**src/rtl/muldiv_pkg.sv**
```systemverilog
// Shared constants, op encodings and FSM state type for the iterative multiply/divide unit.
package muldiv_pkg;

    localparam int unsigned WIDTH    = 32;
    localparam int unsigned MD_STEPS = WIDTH;
    localparam int unsigned CNT_W    = $clog2(MD_STEPS);

    typedef enum logic [1:0] {
        MD_MULT  = 2'b00,
        MD_MULTU = 2'b01,
        MD_DIV   = 2'b10,
        MD_DIVU  = 2'b11
    } md_op_e;

    typedef enum logic [1:0] {
        IDLE = 2'b00,
        RUN  = 2'b01,
        FIX  = 2'b10
    } md_state_e;

    function automatic logic [WIDTH-1:0] magnitude(input logic [WIDTH-1:0] v,
                                                   input logic              is_signed);
        return (is_signed && v[WIDTH-1]) ? -v : v;
    endfunction

endpackage

```
**src/rtl/muldiv_ctl_if.sv**
```systemverilog
// Execute-stage handshake between the core and the multiply/divide sequencer.
interface muldiv_ctl_if;
    import muldiv_pkg::*;

    logic             Start_EX;
    logic [1:0]       Op_EX;
    logic [WIDTH-1:0] SrcA_EX;
    logic [WIDTH-1:0] SrcB_EX;
    logic             flush;
    logic             ReadHiLo_EX;
    logic             ReadSel_EX;
    logic [WIDTH-1:0] HiLoData_EX;
    logic             MdStall;
    logic             Busy;
    logic             Done;

    modport master (
        output Start_EX, Op_EX, SrcA_EX, SrcB_EX, flush, ReadHiLo_EX, ReadSel_EX,
        input  HiLoData_EX, MdStall, Busy, Done
    );

    modport slave (
        input  Start_EX, Op_EX, SrcA_EX, SrcB_EX, flush, ReadHiLo_EX, ReadSel_EX,
        output HiLoData_EX, MdStall, Busy, Done
    );

endinterface

```
**src/rtl/muldiv_step.sv**
```systemverilog
// One iteration of the datapath: shift-add multiply step or restoring-divide step.
module muldiv_step
    import muldiv_pkg::*;
(
    input  logic               is_div,
    input  logic [2*WIDTH-1:0] acc,
    input  logic [2*WIDTH-1:0] mcand,
    input  logic [WIDTH-1:0]   mplier,
    output logic [2*WIDTH-1:0] acc_next,
    output logic [2*WIDTH-1:0] mcand_next,
    output logic [WIDTH-1:0]   mplier_next
);

    logic [WIDTH:0] trial;
    logic [WIDTH:0] diff;

    always_comb begin
        acc_next    = acc;
        mcand_next  = mcand;
        mplier_next = mplier;
        trial       = '0;
        diff        = '0;
        if (is_div) begin
            // acc = {remainder, remaining dividend bits}; mplier holds the divisor
            trial = acc[2*WIDTH-1:WIDTH-1];
            diff  = trial - {1'b0, mplier};
            if (!diff[WIDTH]) begin
                acc_next = {diff[WIDTH-1:0], acc[WIDTH-2:0], 1'b1};
            end else begin
                acc_next = {acc[2*WIDTH-2:0], 1'b0};
            end
        end else begin
            if (mplier[0]) begin
                acc_next = acc + mcand;
            end
            mcand_next  = mcand << 1;
            mplier_next = mplier >> 1;
        end
    end

endmodule

```
**src/rtl/muldiv_ctl.sv**
```systemverilog
// Iterative MULT/MULTU/DIV/DIVU sequencer owning HI/LO and the execute-stage stall request.
// Define MULDIV_EARLY_OUT_EN to let multiplies finish once the remaining multiplier bits are zero.
module muldiv_ctl
    import muldiv_pkg::*;
(
    input  logic         clk,
    input  logic         reset,
    muldiv_ctl_if.slave  bus
);

    md_state_e          state;
    md_op_e             op;
    logic               sign_a;
    logic               sign_b;
    logic               done;
    logic [CNT_W-1:0]   count;
    logic [2*WIDTH-1:0] acc;
    logic [2*WIDTH-1:0] mcand;
    logic [WIDTH-1:0]   mplier;
    logic [WIDTH-1:0]   hi;
    logic [WIDTH-1:0]   lo;

    logic [2*WIDTH-1:0] acc_next;
    logic [2*WIDTH-1:0] mcand_next;
    logic [WIDTH-1:0]   mplier_next;
    logic               is_div;
    logic               signed_req;
    logic               start_ok;
    logic               last_step;
    logic               early_out;
    logic [WIDTH-1:0]   mag_a;
    logic [WIDTH-1:0]   mag_b;
    logic [2*WIDTH-1:0] prod_fix;
    logic [WIDTH-1:0]   quot_fix;
    logic [WIDTH-1:0]   rem_fix;
    logic [WIDTH-1:0]   dividend;

    muldiv_step u_step (
        .is_div      (is_div),
        .acc         (acc),
        .mcand       (mcand),
        .mplier      (mplier),
        .acc_next    (acc_next),
        .mcand_next  (mcand_next),
        .mplier_next (mplier_next)
    );

    always_comb begin
        is_div     = op[1];
        signed_req = ~bus.Op_EX[0];
        start_ok   = bus.Start_EX && !bus.flush;
        last_step  = (count == CNT_W'(MD_STEPS - 1));
        mag_a      = magnitude(bus.SrcA_EX, signed_req);
        mag_b      = magnitude(bus.SrcB_EX, signed_req);
`ifdef MULDIV_EARLY_OUT_EN
        early_out  = !is_div && (mplier_next == '0);
`else
        early_out  = 1'b0;
`endif
        // Signs are only latched for signed ops, so unsigned results pass through unchanged
        prod_fix   = (sign_a ^ sign_b) ? -acc : acc;
        quot_fix   = (sign_a ^ sign_b) ? -acc[WIDTH-1:0] : acc[WIDTH-1:0];
        rem_fix    = sign_a ? -acc[2*WIDTH-1:WIDTH] : acc[2*WIDTH-1:WIDTH];
        dividend   = sign_a ? -mcand[WIDTH-1:0] : mcand[WIDTH-1:0];
    end

    always_ff @(posedge clk or negedge reset) begin
        if (!reset) begin
            state  <= IDLE;
            op     <= MD_MULT;
            sign_a <= 1'b0;
            sign_b <= 1'b0;
            done   <= 1'b0;
            count  <= '0;
            acc    <= '0;
            mcand  <= '0;
            mplier <= '0;
            hi     <= '0;
            lo     <= '0;
        end else begin
            done <= 1'b0;
            unique case (state)
                IDLE: begin
                    if (start_ok) begin
                        state  <= RUN;
                        op     <= md_op_e'(bus.Op_EX);
                        sign_a <= signed_req & bus.SrcA_EX[WIDTH-1];
                        sign_b <= signed_req & bus.SrcB_EX[WIDTH-1];
                        mcand  <= {{WIDTH{1'b0}}, mag_a};
                        mplier <= mag_b;
                        acc    <= bus.Op_EX[1] ? {{WIDTH{1'b0}}, mag_a} : '0;
                        count  <= '0;
                    end
                end
                RUN: begin
                    acc    <= acc_next;
                    mcand  <= mcand_next;
                    mplier <= mplier_next;
                    count  <= count + 1'b1;
                    if (last_step || early_out) begin
                        state <= FIX;
                    end
                end
                FIX: begin
                    if (is_div) begin
                        if (mplier == '0) begin
                            lo <= '1;
                            hi <= dividend;
                        end else begin
                            lo <= quot_fix;
                            hi <= rem_fix;
                        end
                    end else begin
                        hi <= prod_fix[2*WIDTH-1:WIDTH];
                        lo <= prod_fix[WIDTH-1:0];
                    end
                    done  <= 1'b1;
                    state <= IDLE;
                end
                default: state <= IDLE;
            endcase
        end
    end

    assign bus.Busy        = (state != IDLE);
    assign bus.Done        = done;
    assign bus.MdStall     = bus.Busy && (bus.Start_EX || bus.ReadHiLo_EX);
    assign bus.HiLoData_EX = bus.ReadSel_EX ? hi : lo;

endmodule

```
**src/flat_wrapper.sv**
```systemverilog
// flat-port wrapper written by rule: the top's interface ports become plain ports
module muldiv_ctl_flat import muldiv_pkg::*;
  (clk, reset, bus_Start_EX, bus_Op_EX, bus_SrcA_EX, bus_SrcB_EX, bus_flush, bus_ReadHiLo_EX, bus_ReadSel_EX, bus_HiLoData_EX, bus_MdStall, bus_Busy, bus_Done);
  muldiv_ctl_if bus_i ();
  input  logic clk;
  input  logic reset;
  input wire logic [$bits(bus_i.Start_EX)-1:0] bus_Start_EX;
  input wire logic [$bits(bus_i.Op_EX)-1:0] bus_Op_EX;
  input wire logic [$bits(bus_i.SrcA_EX)-1:0] bus_SrcA_EX;
  input wire logic [$bits(bus_i.SrcB_EX)-1:0] bus_SrcB_EX;
  input wire logic [$bits(bus_i.flush)-1:0] bus_flush;
  input wire logic [$bits(bus_i.ReadHiLo_EX)-1:0] bus_ReadHiLo_EX;
  input wire logic [$bits(bus_i.ReadSel_EX)-1:0] bus_ReadSel_EX;
  output wire logic [$bits(bus_i.HiLoData_EX)-1:0] bus_HiLoData_EX;
  output wire logic [$bits(bus_i.MdStall)-1:0] bus_MdStall;
  output wire logic [$bits(bus_i.Busy)-1:0] bus_Busy;
  output wire logic [$bits(bus_i.Done)-1:0] bus_Done;
  assign bus_i.Start_EX = bus_Start_EX;
  assign bus_i.Op_EX = bus_Op_EX;
  assign bus_i.SrcA_EX = bus_SrcA_EX;
  assign bus_i.SrcB_EX = bus_SrcB_EX;
  assign bus_i.flush = bus_flush;
  assign bus_i.ReadHiLo_EX = bus_ReadHiLo_EX;
  assign bus_i.ReadSel_EX = bus_ReadSel_EX;
  assign bus_HiLoData_EX = bus_i.HiLoData_EX;
  assign bus_MdStall = bus_i.MdStall;
  assign bus_Busy = bus_i.Busy;
  assign bus_Done = bus_i.Done;
  muldiv_ctl u_core (.clk(clk), .reset(reset), .bus(bus_i));
endmodule
```
**config.mk**
```make
export PLATFORM = sky130hd
export DESIGN_NAME = muldiv_ctl_flat
export DESIGN_NICKNAME = d
export VERILOG_FILES = /design/src/rtl/muldiv_pkg.sv /design/src/rtl/muldiv_ctl_if.sv /design/src/rtl/muldiv_step.sv /design/src/rtl/muldiv_ctl.sv /design/src/flat_wrapper.sv
export SDC_FILE = /design/constraint.sdc
export NUM_CORES = 1
export LEC_CHECK = 0
export ABC_CLOCK_PERIOD_IN_PS = 5100
export CORE_ASPECT_RATIO = 0.75
export CORE_MARGIN = 1.5
export CORE_UTILIZATION = 30
export DETAILED_ROUTE_END_ITERATION = 16
export MAX_ROUTING_LAYER = met4
export PLACE_DENSITY = 0.47
export REMOVE_ABC_BUFFERS = 1
export SYNTH_ARGS = -nofsm -noshare
export SYNTH_HDL_FRONTEND = slang
export SYNTH_SLANG_ARGS = --single-unit
```
**constraint.sdc**
```tcl
create_clock -name clk -period 5.1 [get_ports clk]
set_clock_uncertainty 0.2 [all_clocks]
set_input_delay 0.51 -clock clk [delete_from_list [all_inputs] [get_ports clk]]
set_output_delay 0.51 -clock clk [all_outputs]
set_load 0.01 [all_outputs]
```
==> results_dict.tcl <==
set metrics [dict create \
    grt_overflow 0 \
    layout-drive-gt1-share 0.06769 \
    wl_per_cell_um 21.87 \
    cts_setup_buffers 0 \
    tightest_slew_ns 1.238 \
    cp_top_family "compound AO/OA/AOI/OAI gates" \
    synth_edf_count 0 \
    grt_max_degree 108 \
    clk_latency_ns 0.60 \
    final_antenna_net_count 0 \
    period_share 0.8797 \
    multi_input_area_um2 13680 \
    hold_viol 0 \
    place_area_um2 22490 \
    synth_ff_type "dfrtp_1" \
    p_total_mw 18.80 \
    max_freq_ghz 0.2229 \
    worstPathRequired_ns 5.37 \
    dp_hpwl_um 59790 \
    yosysWarningCount 0 \
    p_per_area_nw_per_um2 797.9 \
    start_kind "flip-flop" \
    synth-async-reset-ratio 1.000 \
    fp.dieW_um 304.4 \
    worstPathBufferInverterCount 1 \
    relSlewSlack 0.1714 \
    n_antenna_cell 0 \
    ys_types 73 \
    drt-pass1-iter-count 5 \
    antenna_found_initial 1 \
    final_area_um2 23560 \
    power.leakage_nw 9.383 \
    grt_pass1_wl_um 122600 \
    ff_latch_area_um2 5886 \
    port_buffers 106 \
    worst_slack_ns 0.6137 \
    nFillCells 7204 \
    cts_tree "done" \
    worstSetupPathType "reg2reg" \
    ctsResizeCount 0 \
    cts-root-buf "clkbuf_16" \
    setup_tns_ns 0 \
    outcome "finished clean" \
    cpPeakStageDelay_ns 0.63 \
    pre_cts_slack_ns 0.6468 \
    crit_slowest_cell "a2111oi_0" \
    arrival_ns 4.75 \
    synth_area_per_cell_um2 7.618 \
    period_minus_slack_ns 4.486 \
    coreArea_um2 67100 \
    setup_viol 0 \
    grt_use_total 0.2299 \
    end_kind "flip-flop" \
    area_growth_pct 15.27 \
    via_count 20340 \
    max_cap_violations 0 \
    die_y_um 229.0 \
    path_clk_slew_ns 0.06 \
    drc 0 \
    drv_slew 0 \
    fin_nets 2885 \
    synthCells 2683 \
    cp_cell_sequence "ha_1, fa_1, a21oi_1, o211ai_1, a2111oi_0, buf_4, o211ai_1, o2111ai_1, a21oi_1, a221oi_1, o31ai_1, xor2_1, a221o_1" \
    cts_max_level 1 \
    via_per_inst 5.627 \
    gp_congestion 0.9706 \
    wirelength_um 79050 \
    cts_inserted_buffers 31 \
    hold_class "reg2reg" \
    cts_sinks 235 \
    rsz0062_at_grt "no" \
    max-vdd-ir-drop_uv 311.5 \
    yosysSeqAreaShare 0.2877 \
    grt_pass1_vias 19692 \
    netlist_area_um2 20440 \
    rows 82 \
    postCtsHoldBufs 1 \
    start_util 0.3046 \
    drtIter0Drc 1765 \
    dieArea_um2 69720 \
    synth_seq_cells 235 \
    cts_max_path_buffers 3 \
    io_pins 107 \
    crit_fanout 7 \
]
[where the power goes]
part           switching (mW)  total (mW)  internal, mW
combinational            7.80        12.7          4.89
sequential               1.22        3.79          2.57
clock                   0.927        2.32          1.40
[cells by family after synthesis]
group,Yosys count,synth area share
compound gates,931,0.2759
flops,235,0.2877
simple gates,870,0.1908
buf+inv,252,0.04720
mux,69,0.03887
xor+xnor,222,0.09513
fa+ha+maj,104,0.06440
[routing by layer]
layer / up-vias / track usage / wire [µm]
li1: 9745 / - / -
met1: 9911 / 0.3547 / 41240
met2: 618 / 0.3185 / 31860
met3: 66 / 0.03054 / 4805
met4: 0 / 0.03516 / 1139
met5: - / - / 0
[sequential cells by signal (all words and copies together), names as in the netlist]
register / count
u_core.mplier: 32
u_core.sign_b: 1
u_core.op: 1
u_core.hi: 32
u_core.sign_a: 1
u_core.count: 5
u_core.mcand: 64
u_core.lo: 32
u_core.bus.Done: 1
u_core.state: 2
u_core.acc: 64
[area by class of cell]
cell class / count / area share
inverters: 80 / 0.01275
well taps: 882 / 0.04684
repair buffers: 165 / 0.06500
clock inverters: 15 / 0.007807
flip-flops and latches: 235 / 0.2498
multi-input cells: 2196 / 0.5806
clock buffers: 42 / 0.03723
[stage by stage]
step / hold WS, ns / instances / util
2_1_floorplan: 0.01441 / 2511 / -
3_3_place_gp: 0.2603 / 3557 / 0.3352
3_5_place_dp: 0.2648 / 3557 / 0.3352
4_1_cts: 0.2782 / 3615 / 0.3511
5_1_grt: 0.3112 / 3615 / 0.3511
6_report: 0.2739 / 3615 / 0.3511
[worst paths after layout]
path,start,end,slack [ns],cells after the start
worst max-delay path,u_core.mcand[0],u_core.acc[62],0.61,13
worst min-delay path,u_core.hi[28],u_core.hi[28],0.27,2
worst max register to register,u_core.mcand[0],u_core.acc[62],0.61,13
worst min register to register,u_core.hi[28],u_core.hi[28],0.27,2
max in group asynchronous,reset,u_core.op[1],3.21,3
min in group asynchronous,reset,u_core.lo[8],0.30,2
[worst register-to-register path: cells and delay by family (launching register included)]
| kind | cells | cell delay, ns |
|---|---|---|
| AO/OA/AOI/OAI | 9 | 2.68 |
| XOR/XNOR | 1 | 0.15 |
| adder cells (fa/ha/maj) | 2 | 0.68 |
| buffers and inverters | 1 | 0.20 |
| flip-flops | 1 | 0.45 |
[layout by cell type (no fill, tap or decap), drive strengths merged, types with 30 or more instances in the layout]
cell / instances
nand2: 346
a21oi: 311
o21ai: 293
nor2: 251
dfrtp: 235
xnor2: 122
clkdlybuf4s50: 104
ha: 102
xor2: 100
inv: 79
buf: 60
nor3: 52
nand3: 44
clkbuf: 42
mux2: 33
a22o: 33
nor4: 32
mux2i: 31
o21a: 30
[cell usage after synthesis, drive strengths merged, types with 44 or more instances]
cell type,count,area (µm²)
nor2,251,942.2
a21oi,311,1556
xor2,100,875.8
nand2,346,1299
ha,102,1276
inv,80,300.3
dfrtp,235,5881
o21ai,293,1466
nor3,52,260.3
xnor2,122,1069
nand3,44,220.2
clkbuf,155,583.1
(Power assumes the default switching activity.)
